### config.mk
export PLATFORM = sky130hd
export DESIGN_NAME = uart_fx_alu_core
export DESIGN_NICKNAME = d
export VERILOG_FILES = /design/src/rtl/uart_fx_alu_pkg.sv /design/src/rtl/uart_fx_alu_core_alu.sv /design/src/rtl/uart_fx_alu_core.sv
export SDC_FILE = /design/constraint.sdc
export NUM_CORES = 1
export LEC_CHECK = 0
export CELL_PAD_IN_SITES_DETAIL_PLACEMENT = 0
export CELL_PAD_IN_SITES_GLOBAL_PLACEMENT = 1
export CORE_ASPECT_RATIO = 1.2
export CORE_MARGIN = 1
export CORE_UTILIZATION = 35
export CTS_CLUSTER_DIAMETER = 60
export DETAILED_ROUTE_END_ITERATION = 8
export PLACE_DENSITY_LB_ADDON = 0.1
export SLEW_MARGIN = 5
export SYNTH_ARGS = -nofsm -noshare
export SYNTH_HDL_FRONTEND = slang
export SYNTH_SLANG_ARGS = --single-unit
export TNS_END_PERCENT = 1
### constraint.sdc
create_clock -name CLK -period 14 [get_ports CLK]
set_clock_uncertainty 0.15 [all_clocks]
set_input_delay 4.2 -clock CLK [delete_from_list [all_inputs] [get_ports CLK]]
set_output_delay 4.2 -clock CLK [all_outputs]
set_load 0.02 [all_outputs]
### src/rtl/uart_fx_alu_pkg.sv
// Shared opcodes, frame-controller states and status-byte bit positions for uart_fx_alu_core.
package uart_fx_alu_pkg;

    localparam logic [7:0] OP_ADD = 8'h00;
    localparam logic [7:0] OP_SUB = 8'h01;
    localparam logic [7:0] OP_MUL = 8'h02;
    localparam logic [7:0] OP_AND = 8'h03;
    localparam logic [7:0] OP_OR  = 8'h04;
    localparam logic [7:0] OP_XOR = 8'h05;

    typedef enum logic [2:0] {
        ST_IDLE,
        ST_RX_A,
        ST_RX_B,
        ST_EXEC,
        ST_TX_SEND,
        ST_TX_WAIT
    } state_t;

    localparam int unsigned STAT_OVF_BIT = 0;
    localparam int unsigned STAT_INV_BIT = 1;

endpackage

### src/rtl/uart_fx_alu_core_alu.sv
// fx_alu: two-stage signed saturating fixed-point datapath (raw result, then shift + saturate).
module fx_alu
    import uart_fx_alu_pkg::*;
#(
    parameter int unsigned DATA_W = 16,
    parameter int unsigned FRAC_W = 3
) (
    input  logic              CLK,
    input  logic              RST,
    input  logic              En_in,
    input  logic [7:0]        opcode,
    input  logic [DATA_W-1:0] a,
    input  logic [DATA_W-1:0] b,
    output logic [DATA_W-1:0] c,
    output logic              ovf,
    output logic              inv,
    output logic              c_valid_out
);

    localparam int unsigned PW = 2 * DATA_W;
    localparam logic signed [PW-1:0] SAT_MAX = {{(DATA_W + 1){1'b0}}, {(DATA_W - 1){1'b1}}};
    localparam logic signed [PW-1:0] SAT_MIN = {{(DATA_W + 1){1'b1}}, {(DATA_W - 1){1'b0}}};

    logic signed [PW-1:0] a_x, b_x;
    logic signed [PW-1:0] raw_d, raw_q;
    logic                 mul_d, mul_q;
    logic                 inv1_d, inv1_q;
    logic                 v1_q;

    logic signed [PW-1:0] shifted, sat;
    logic [DATA_W-1:0]    c_d, c_q;
    logic                 ovf_d, ovf_q;
    logic                 inv2_q;
    logic                 v2_q;

    // Sign-extended operands make every op, logic included, a sign-extended PW-bit value.
    assign a_x = {{DATA_W{a[DATA_W-1]}}, a};
    assign b_x = {{DATA_W{b[DATA_W-1]}}, b};

    always_comb begin
        raw_d  = '0;
        mul_d  = 1'b0;
        inv1_d = 1'b0;
        case (opcode)
            OP_ADD: raw_d = a_x + b_x;
            OP_SUB: raw_d = a_x - b_x;
            OP_MUL: begin
                raw_d = a_x * b_x;
                mul_d = 1'b1;
            end
            OP_AND: raw_d = a_x & b_x;
            OP_OR:  raw_d = a_x | b_x;
            OP_XOR: raw_d = a_x ^ b_x;
            default: inv1_d = 1'b1;
        endcase
    end

    always_ff @(posedge CLK or posedge RST) begin
        if (RST) begin
            raw_q  <= '0;
            mul_q  <= 1'b0;
            inv1_q <= 1'b0;
            v1_q   <= 1'b0;
        end else begin
            v1_q <= En_in;
            if (En_in) begin
                raw_q  <= raw_d;
                mul_q  <= mul_d;
                inv1_q <= inv1_d;
            end
        end
    end

    always_comb begin
        shifted = mul_q ? (raw_q >>> FRAC_W) : raw_q;
        sat     = shifted;
        ovf_d   = 1'b0;
        if (shifted > SAT_MAX) begin
            sat   = SAT_MAX;
            ovf_d = 1'b1;
        end else if (shifted < SAT_MIN) begin
            sat   = SAT_MIN;
            ovf_d = 1'b1;
        end
        c_d = DATA_W'(sat);
    end

    always_ff @(posedge CLK or posedge RST) begin
        if (RST) begin
            c_q    <= '0;
            ovf_q  <= 1'b0;
            inv2_q <= 1'b0;
            v2_q   <= 1'b0;
        end else begin
            v2_q <= v1_q;
            if (v1_q) begin
                c_q    <= c_d;
                ovf_q  <= ovf_d;
                inv2_q <= inv1_q;
            end
        end
    end

    assign c           = c_q;
    assign ovf         = ovf_q;
    assign inv         = inv2_q;
    assign c_valid_out = v2_q;

endmodule

### src/rtl/uart_fx_alu_core.sv
// Byte-serial frame controller around fx_alu: opcode, A, B in (MSB first), result out over TX.
// Optional UART_FX_ALU_CORE_STATUS_BYTE_EN appends a status byte {6'b0, inv, ovf} after the result.
module uart_fx_alu_core
    import uart_fx_alu_pkg::*;
#(
    parameter int unsigned DATA_W      = 16,
    parameter int unsigned FRAC_W      = 3,
    parameter int unsigned TIMEOUT_CYC = 100000
) (
    input  logic              CLK,
    input  logic              RST,
    input  logic [7:0]        Rx_Byte_in,
    input  logic              Rx_DV_in,
    input  logic              Tx_Done_in,
    output logic              Tx_DV_out,
    output logic [7:0]        Tx_Byte_out,
    output logic              Busy_out,
    output logic [DATA_W-1:0] c_out
);

    localparam int unsigned NB    = DATA_W / 8;
`ifdef UART_FX_ALU_CORE_STATUS_BYTE_EN
    localparam int unsigned NTX   = NB + 1;
`else
    localparam int unsigned NTX   = NB;
`endif
    localparam int unsigned IDX_W = $clog2(NB + 2);
    localparam int unsigned TO_W  = $clog2(TIMEOUT_CYC + 1);

    state_t              state_q, state_d;
    logic [7:0]          op_q, op_d;
    logic [DATA_W-1:0]   a_sh_q, a_sh_d, b_sh_q, b_sh_d;
    logic [DATA_W-1:0]   a_q, a_d, b_q, b_d;
    logic                alu_en_q, alu_en_d;
    logic [IDX_W-1:0]    cnt_q, cnt_d;
    logic [TO_W-1:0]     to_q, to_d;
    logic [DATA_W-1:0]   c_q, c_d;
    logic                ovf_q, ovf_d, inv_q, inv_d;
    logic [IDX_W-1:0]    tx_idx_q, tx_idx_d;
    logic                tx_dv_q, tx_dv_d;
    logic [7:0]          tx_byte_q, tx_byte_d;
    logic [7:0]          tx_sel;

    logic [DATA_W-1:0]   alu_c;
    logic                alu_ovf, alu_inv, alu_valid;

    fx_alu #(
        .DATA_W(DATA_W),
        .FRAC_W(FRAC_W)
    ) u_alu (
        .CLK        (CLK),
        .RST        (RST),
        .En_in      (alu_en_q),
        .opcode     (op_q),
        .a          (a_q),
        .b          (b_q),
        .c          (alu_c),
        .ovf        (alu_ovf),
        .inv        (alu_inv),
        .c_valid_out(alu_valid)
    );

`ifdef UART_FX_ALU_CORE_STATUS_BYTE_EN
    // Index 0 is the trailing status byte; result bytes sit one index higher.
    always_comb begin
        tx_sel = '0;
        if (tx_idx_q == '0) begin
            tx_sel[STAT_OVF_BIT] = ovf_q;
            tx_sel[STAT_INV_BIT] = inv_q;
        end else begin
            tx_sel = 8'(c_q >> {tx_idx_q - 1'b1, 3'b000});
        end
    end
`else
    logic [1:0] flags_unused;
    assign flags_unused = {ovf_q, inv_q};

    always_comb begin
        tx_sel = 8'(c_q >> {tx_idx_q, 3'b000});
    end
`endif

    always_comb begin
        state_d   = state_q;
        op_d      = op_q;
        a_sh_d    = a_sh_q;
        b_sh_d    = b_sh_q;
        a_d       = a_q;
        b_d       = b_q;
        alu_en_d  = 1'b0;
        cnt_d     = cnt_q;
        to_d      = to_q;
        c_d       = c_q;
        ovf_d     = ovf_q;
        inv_d     = inv_q;
        tx_idx_d  = tx_idx_q;
        tx_dv_d   = 1'b0;
        tx_byte_d = tx_byte_q;

        case (state_q)
            ST_IDLE: begin
                if (Rx_DV_in) begin
                    op_d    = Rx_Byte_in;
                    cnt_d   = '0;
                    to_d    = '0;
                    state_d = ST_RX_A;
                end
            end
            ST_RX_A, ST_RX_B: begin
                if (Rx_DV_in) begin
                    to_d = '0;
                    if (state_q == ST_RX_A) a_sh_d = (a_sh_q << 8) | DATA_W'(Rx_Byte_in);
                    else                    b_sh_d = (b_sh_q << 8) | DATA_W'(Rx_Byte_in);
                    if (cnt_q == IDX_W'(NB - 1)) begin
                        cnt_d = '0;
                        if (state_q == ST_RX_A) begin
                            state_d = ST_RX_B;
                        end else begin
                            // Operands are committed only once the whole frame has arrived.
                            a_d      = a_sh_q;
                            b_d      = b_sh_d;
                            alu_en_d = 1'b1;
                            state_d  = ST_EXEC;
                        end
                    end else begin
                        cnt_d = cnt_q + 1'b1;
                    end
                end else if (to_q == TO_W'(TIMEOUT_CYC - 1)) begin
                    state_d = ST_IDLE;
                end else begin
                    to_d = to_q + 1'b1;
                end
            end
            ST_EXEC: begin
                if (alu_valid) begin
                    c_d      = alu_c;
                    ovf_d    = alu_ovf;
                    inv_d    = alu_inv;
                    tx_idx_d = IDX_W'(NTX - 1);
                    state_d  = ST_TX_SEND;
                end
            end
            ST_TX_SEND: begin
                tx_dv_d   = 1'b1;
                tx_byte_d = tx_sel;
                state_d   = ST_TX_WAIT;
            end
            ST_TX_WAIT: begin
                if (Tx_Done_in) begin
                    if (tx_idx_q != '0) begin
                        tx_idx_d = tx_idx_q - 1'b1;
                        state_d  = ST_TX_SEND;
                    end else begin
                        state_d = ST_IDLE;
                    end
                end
            end
            default: state_d = ST_IDLE;
        endcase
    end

    always_ff @(posedge CLK or posedge RST) begin
        if (RST) begin
            state_q   <= ST_IDLE;
            op_q      <= '0;
            a_sh_q    <= '0;
            b_sh_q    <= '0;
            a_q       <= '0;
            b_q       <= '0;
            alu_en_q  <= 1'b0;
            cnt_q     <= '0;
            to_q      <= '0;
            c_q       <= '0;
            ovf_q     <= 1'b0;
            inv_q     <= 1'b0;
            tx_idx_q  <= '0;
            tx_dv_q   <= 1'b0;
            tx_byte_q <= '0;
        end else begin
            state_q   <= state_d;
            op_q      <= op_d;
            a_sh_q    <= a_sh_d;
            b_sh_q    <= b_sh_d;
            a_q       <= a_d;
            b_q       <= b_d;
            alu_en_q  <= alu_en_d;
            cnt_q     <= cnt_d;
            to_q      <= to_d;
            c_q       <= c_d;
            ovf_q     <= ovf_d;
            inv_q     <= inv_d;
            tx_idx_q  <= tx_idx_d;
            tx_dv_q   <= tx_dv_d;
            tx_byte_q <= tx_byte_d;
        end
    end

    assign Tx_DV_out   = tx_dv_q;
    assign Tx_Byte_out = tx_byte_q;
    assign Busy_out    = (state_q != ST_IDLE);
    assign c_out       = c_q;

endmodule

Word-level counts from Yosys, hierarchy flattened:

Cells that the tools add are included.
W data, S select, Z words.

* register bits: 173
* input port bits: 12
* output and inout bits: 26
* word-level logic and storage cells: 101

* $add $sub $neg: 5
* multiply operators: 1
* $lt $le $gt $ge: 2
* equal/unequal tests: 20
* shifts and indexed selects: 1
* muxes and demuxes: 32
* bitwise gates (word level): 6
* reduce and logical (&&, ||, !) cells: 16

Operators with widths (number)
* $pmux W32 S6: 1
* $mux W17: 3
* $mux W16: 3
* $pmux W17 S2: 1
* $gt A32 B16 Y1 const B: 1
* $lt A32 B16 Y1 const B: 1
* $mul A16 B16 Y32: 1
* $or A16 B8 Y16: 2
* $mux W31: 1
* $mux W3: 7
* $add A16 B16 Y17: 1
* $add A17 B1 Y17 const B: 1
* $eq A17 B17 Y1 const B: 1
* $sub A16 B16 Y17: 1
* $and A16 B16 Y16: 1
* $eq A8 B2 Y1 const B: 2
* $eq A8 B3 Y1 const B: 2
* $or A16 B16 Y16: 1
* $shr A16 B5 Y8: 1
* $xor A16 B16 Y16: 1
* $pmux W3 S5: 1
* $mux W2: 6
* $ne A3 B3 Y1 const B: 3
* $reduce_and A3 Y1: 3
* other kinds (20): 37

Logic depth before layout (Yosys ltp):

* depth after elaboration: 5
* mapped depth: 23
* gate-level depth less buffers: 22

By module:

A second synthesis with hierarchy kept.

* cell total of the unflattened synthesis: 2071
* area total of the unflattened synthesis: 19459.9 um2

By module, submodules not included
* fx_alu: times used 1, cells each 1647, area each 14325.0 um2, seq. area each 1351.3 um2
* uart_fx_alu_core: times used 1, cells each 424, area each 5134.9 um2, seq. area each 2852.7 um2

Worst setup path after synthesis:

OpenSTA, ideal clock, no wires.

* kind: register to register
* start point: reg b_q[3]
* end point: reg u_alu.raw_q[30]
* library setup time: 71 ps
* arrival time: 6063 ps
* required time: 13779 ps
* slack: 7716 ps
* stages on the path, launching flop included: 20
* path buffers: 1
* period minus slack after synthesis: 6284 ps
* path through: dfrtp_1 > clkbuf_1 > clkinv_1 > nor2_1 > fa_1 > fa_1 > fa_1 > fa_1 > fa_1 > inv_1 > fa_1 > inv_1 > ha_1 > a21o_1 > nor3_1 > a21oi_1 > a41oi_1 > or3b_1 > a211o_1 > nand4_1

* cells in the longest elaborated chain, start to end: 2
* elaborated cells on any way between the ends: 4
* those cells by class: add/sub: 2; mul: 1; mux: 1

RTL lines
* start: declaration: line uart_fx_alu_core.sv:33 `logic [DATA_W-1:0] a_q, a_d, b_q, b_d;`
* start signal: assignment: line uart_fx_alu_core.sv:169 `b_q <= '0;`
* start signal: assignment: line uart_fx_alu_core.sv:185 `b_q <= b_d;`
* $mul A16 B16 Y32 (tied with other cells): line uart_fx_alu_core_alu.sv:48 `raw_d = a_x * b_x;`
* $pmux W32 S6 (*): line uart_fx_alu_core_alu.sv:44 `case (opcode)`
* end signal: assignment: line uart_fx_alu_core_alu.sv:67 `raw_q <= raw_d;`
* end: declaration: line uart_fx_alu_core_alu.sv:25 `logic signed [PW-1:0] raw_d, raw_q;`

Mark *: on every way between the ends. The rest lies on a longest branch, timed or not.
A chain may end at the register's enable or synchronous reset.

Worst setup path after layout:

* start point: reg a_q[11]
* end point: reg u_alu.raw_q[28]

* cells in the longest elaborated chain, start to end: 2
* elaborated cells on any way between the ends: 4
* those cells by class: add/sub: 2; mul: 1; mux: 1

RTL lines
* start: declaration: line uart_fx_alu_core.sv:33
* start signal: assignment: line uart_fx_alu_core.sv:168 `a_q <= '0;`
* start signal: assignment: line uart_fx_alu_core.sv:184 `a_q <= a_d;`
* $mul A16 B16 Y32 (tied with other cells): line uart_fx_alu_core_alu.sv:48
* $pmux W32 S6 (*): line uart_fx_alu_core_alu.sv:44

Marks and branches as above.

==> impl_table.tex <==
\begin{tabular}{lr}
\hline
Metric & Value \\
\hline
\multicolumn{2}{l}{\textbf{Outcome}} \\
Outcome & finished clean \\
\multicolumn{2}{l}{\textbf{Timing}} \\
Number of hold-slack violations in the final timing report & 0 \\
Rel. slew slack & approximately 27\% \\
Setup repair after global routing missed its margin & false \\
Post-Route Setup TNS & 0 ns \\
Final Setup Violations & 0 \\
Achievable frequency & 137 MHz \\
Shortest period the worst path allows & roughly 7.3 ns \\
Ratio of final minimum period to clock period & between 50\% and 60\% \\
Number of pins exceeding their max-slew limit in the final report & 0 \\
Actual slew at the worst max-slew pin & approximately 1.1 ns \\
\multicolumn{2}{l}{\textbf{Drt}} \\
Post-route ant nets & 0 \\
Routed len/inst & $\sim$23 µm \\
Total wire length after detailed routing & between 60 and 70 mm \\
Detail-routed via count per cell & 5.27 \\
Number of design rule violations left after detail routing & 0 \\
Detailed-router iteration count before antenna repair & 5 \\
Routed via count & between 10k and 15k \\
Number of DRC markers in iteration 0 & a little over 900 \\
\multicolumn{2}{l}{\textbf{Logic synthesis}} \\
Main synth FF type & sky130\_fd\_sc\_hd\_\_dfrtp\_1 \\
Main area contributors after synthesis & sky130\_fd\_sc\_hd\_\_fa\_1, sky130\_fd\_sc\_hd\_\_dfrtp\_1, sky130\_fd\_sc\_hd\_\_ha\_1, sky130\_fd\_sc\_hd\_\_inv\_1, sky130\_fd\_sc\_hd\_\_nand2\_1 \\
Post-synth ARST share & 100\% \\
Top cell type by total area after synthesis & sky130\_fd\_sc\_hd\_\_fa\_1 \\
Top-area cell type share of the netlist area & between 20\% and 30\% \\
Syn\_area\_per\_cell & between 9 and 10 µm² \\
Number of cells produced by synthesis & around 2.1k \\
Yosys warning count & 0 \\
Mapped Nets & 2513 \\
Number of distinct standard cells referenced by the synthesized netlist & 76 \\
Count of flip-flops with a built-in enable after synthesis & 0 \\
Sequential share of the synthesized area & 22.3\% \\
Area of the mapped netlist & 19400 µm² \\
Post-synthesis register bit count & approximately 170 \\
\multicolumn{2}{l}{\textbf{Placement}} \\
Number of port buffers & 37 \\
Final Wtd Congestion & approximately 0.93 \\
Detailed-placement wirelength estimate & between 50 and 60 mm \\
\multicolumn{2}{l}{\textbf{Global route}} \\
Global-route wire length before repair & about 100 mm \\
Total gr overflow & 0 \\
Number of global-route vias before repair & around 15k \\
Initial antenna violation count & 0 \\
Maximum number of pins on one net before global-route repair & 63 \\
Global router's overall resource usage & a little under a quarter \\
\multicolumn{2}{l}{\textbf{Floorplanning}} \\
Die Area & roughly 56000 µm² \\
Floorplan core area & about 55000 µm² \\
Row cnt & between 90 and 100 \\
Initial core utilization & between 30\% and 40\% \\
Y dimension of the die & about 260 µm \\
Top Ports & 38 \\
Die span in x & around 220 µm \\
\multicolumn{2}{l}{\textbf{Clocking}} \\
Number of hold buffers added after cts & 0 \\
CTS tree & yes \\
Number of buffers inserted during clock tree synthesis & 17 \\
Buffers inserted by post-CTS timing repair & 0 \\
CTS Buffer Depth & 2 \\
Worst-Skew Late Latency & roughly 0.50 ns \\
Total number of H-tree levels & 4 \\
Cell at the root of the clock tree & sky130\_fd\_sc\_hd\_\_clkbuf\_16 \\
Number of clock sinks & between 150 and 200 \\
Total of cells resized after clock tree synthesis & 0 \\
Clock transition at the registers of the reported paths & roughly 0.080 ns \\
\multicolumn{2}{l}{\textbf{Flow run}} \\
Max-capacitance violation count & 0 \\
\multicolumn{2}{l}{\textbf{Critical path}} \\
Critical-path cell list & clkinv\_1 > nor2\_1 > fa\_1 > inv\_1 > fa\_1 > fa\_1 > inv\_1 > fa\_1 > fa\_1 > inv\_1 > fa\_1 > inv\_1 > ha\_1 > a21oi\_1 > o211ai\_1 > a211oi\_1 > nand3\_1 > a41oi\_1 > nand2b\_1 > mux2i\_1 > o211ai\_1 \\
CP max FO & 12 \\
Endpoint class of the critical path & flop \\
Slowest stage cell on the critical path & sky130\_fd\_sc\_hd\_\_dfrtp\_1 \\
Endpoint required time on the critical path & approximately 14 ns \\
Worst path most repeated cell & sky130\_fd\_sc\_hd\_\_fa\_1 \\
Startpoint-to-endpoint class of the critical path & flop to flop \\
CP max stage delay & 0.80 ns \\
Setup crit start kind & flop \\
Data arrival time of the critical path & $\sim$7.5 ns \\
\multicolumn{2}{l}{\textbf{Layout}} \\
Fin nets & $\sim$2.5k \\
P\&R area growth vs syn & 8.28\% \\
Diodes inserted & 0 \\
Fraction of final layout cells with drive strength greater than 1 & between 6 and 7\% \\
\multicolumn{2}{l}{\textbf{Min path}} \\
Path category of the worst min-delay check & flop to flop \\
\hline
\end{tabular}
worst paths after layout:
path	cells after the start	slack (ns)	startpoint	endpoint
worst max-delay path	21	6.70	a_q[11]	u_alu.raw_q[28]
worst min-delay path	1	0.33	cnt_q[0]	cnt_q[0]
worst max register to register	21	6.70	a_q[11]	u_alu.raw_q[28]
worst min register to register	1	0.33	cnt_q[0]	cnt_q[0]
max in group asynchronous	4	7.67	RST	a_q[14]
min in group asynchronous	2	4.00	RST	to_q[10]
cells in the final DEF, fill, tap and decap left out, types with 13 or more instances in the layout:
| cell type | instances |
|---|---|
| sky130_fd_sc_hd__fa_1 | 264 |
| sky130_fd_sc_hd__buf_4 | 19 |
| sky130_fd_sc_hd__nor2b_1 | 15 |
| sky130_fd_sc_hd__clkdlybuf4s50_1 | 37 |
| sky130_fd_sc_hd__xnor2_1 | 28 |
| sky130_fd_sc_hd__a21o_1 | 14 |
| sky130_fd_sc_hd__nand3_1 | 20 |
| sky130_fd_sc_hd__nor2_1 | 205 |
| sky130_fd_sc_hd__ha_1 | 133 |
| sky130_fd_sc_hd__inv_1 | 349 |
| sky130_fd_sc_hd__a31oi_1 | 15 |
| sky130_fd_sc_hd__mux2i_1 | 38 |
| sky130_fd_sc_hd__o21ai_0 | 86 |
| sky130_fd_sc_hd__clkinv_1 | 13 |
| sky130_fd_sc_hd__mux2_2 | 72 |
| sky130_fd_sc_hd__o221ai_1 | 16 |
| sky130_fd_sc_hd__a21oi_1 | 106 |
| sky130_fd_sc_hd__dfrtp_1 | 173 |
| sky130_fd_sc_hd__nand2_1 | 230 |
| sky130_fd_sc_hd__clkbuf_16 | 17 |
| sky130_fd_sc_hd__o211ai_1 | 13 |
| sky130_fd_sc_hd__nor3_1 | 19 |
| sky130_fd_sc_hd__xor2_1 | 18 |
synth_stat cells (all sizes together), types with 7 or more instances:
master	count
a21o	14
nand3	20
nand2	230
xor2	18
xnor2	28
o21ai	86
ha	133
o211ai	13
clkbuf	81
a21oi	106
nand4	10
a211oi	7
nor3	21
o22ai	10
o31ai	11
inv	350
nor2b	16
clkinv	13
fa	264
mux2i	38
o221ai	16
nor2	205
a31oi	15
and3	11
o21bai	8
o21a	7
buf	12
dfrtp	173
o2bb2ai	9
nand2b	8
or3	12
mux2	72
routing by layer:
| layer | GRT usage [%] | vias to the layer above | share of wire (%) |
|---|---|---|---|
| li1 | - | 6758 | - |
| met1 | 29.0 | 7701 | 41 |
| met2 | 41.1 | 311 | 51 |
| met3 | 2.23 | 85 | 3.0 |
| met4 | 12.6 | 0 | 5.0 |
| met5 | 0 | - | 0 |
state kept, by name, indices dropped and copies added (netlist names), 2 cells and up:
| register | flops |
|---|---|
| c_out | 16 |
| to_q | 17 |
| u_alu.c | 16 |
| tx_idx_q | 2 |
| b_sh_q | 16 |
| cnt_q | 2 |
| op_q | 8 |
| state_q | 3 |
| u_alu.raw_q | 32 |
| a_sh_q | 16 |
| b_q | 16 |
| a_q | 16 |
| Tx_Byte_out | 8 |
area by class of cell:
class	count	area, µm²
fill	5698	33800
multi-input combinational	1475	13300
sequential	173	4330
inverter	363	1370
tap	720	901
timing repair buffer	56	513
clock buffer	19	453
clock inverter	12	153
cell families (layout without fill, tap and decap cells):
kind of cell / after synthesis / after routing / synth area share [%]
multiplexers: 110 / 110 / 6.14
adder cells (fa/ha/maj): 397 / 397 / 35.8
AND/OR/NAND/NOR: 574 / 574 / 13.1
XOR/XNOR: 46 / 46 / 2.08
AO/OA/AOI/OAI: 348 / 348 / 11.4
buffers and inverters: 456 / 450 / 9.19
flip-flops: 173 / 173 / 22.3
worst max-delay path, delay by kind of cell (launching register included):
kind,cells,cell delay [ns]
adder cells (fa/ha/maj),7,3.18
AND/OR/NAND/NOR,3,0.65
multiplexers,1,0.18
flip-flops,1,0.80
AO/OA/AOI/OAI,5,1.30
buffers and inverters,5,0.90
per-stage QoR:
| step | setup WS (ns) | utilization, % | std cells | instance area, µm² | hold WS, ns |
|---|---|---|---|---|---|
| final | 6.70 | 38.3 | 2818 | 21000 | 0.331 |
| after detailed placement | 6.58 | 37.2 | 2787 | 20400 | 0.316 |
| after CTS | 6.71 | 38.3 | 2818 | 21000 | 0.333 |
| after floorplan | 4.96 | - | 2104 | 19400 | 0.265 |
| after global routing | 6.33 | 38.3 | 2818 | 21000 | 0.353 |
| after global placement | 6.66 | 37.2 | 2787 | 20400 | 0.302 |
Power is not shown: default switching activity piles up to over one toggle a cycle in this logic, so the estimate is an artifact.
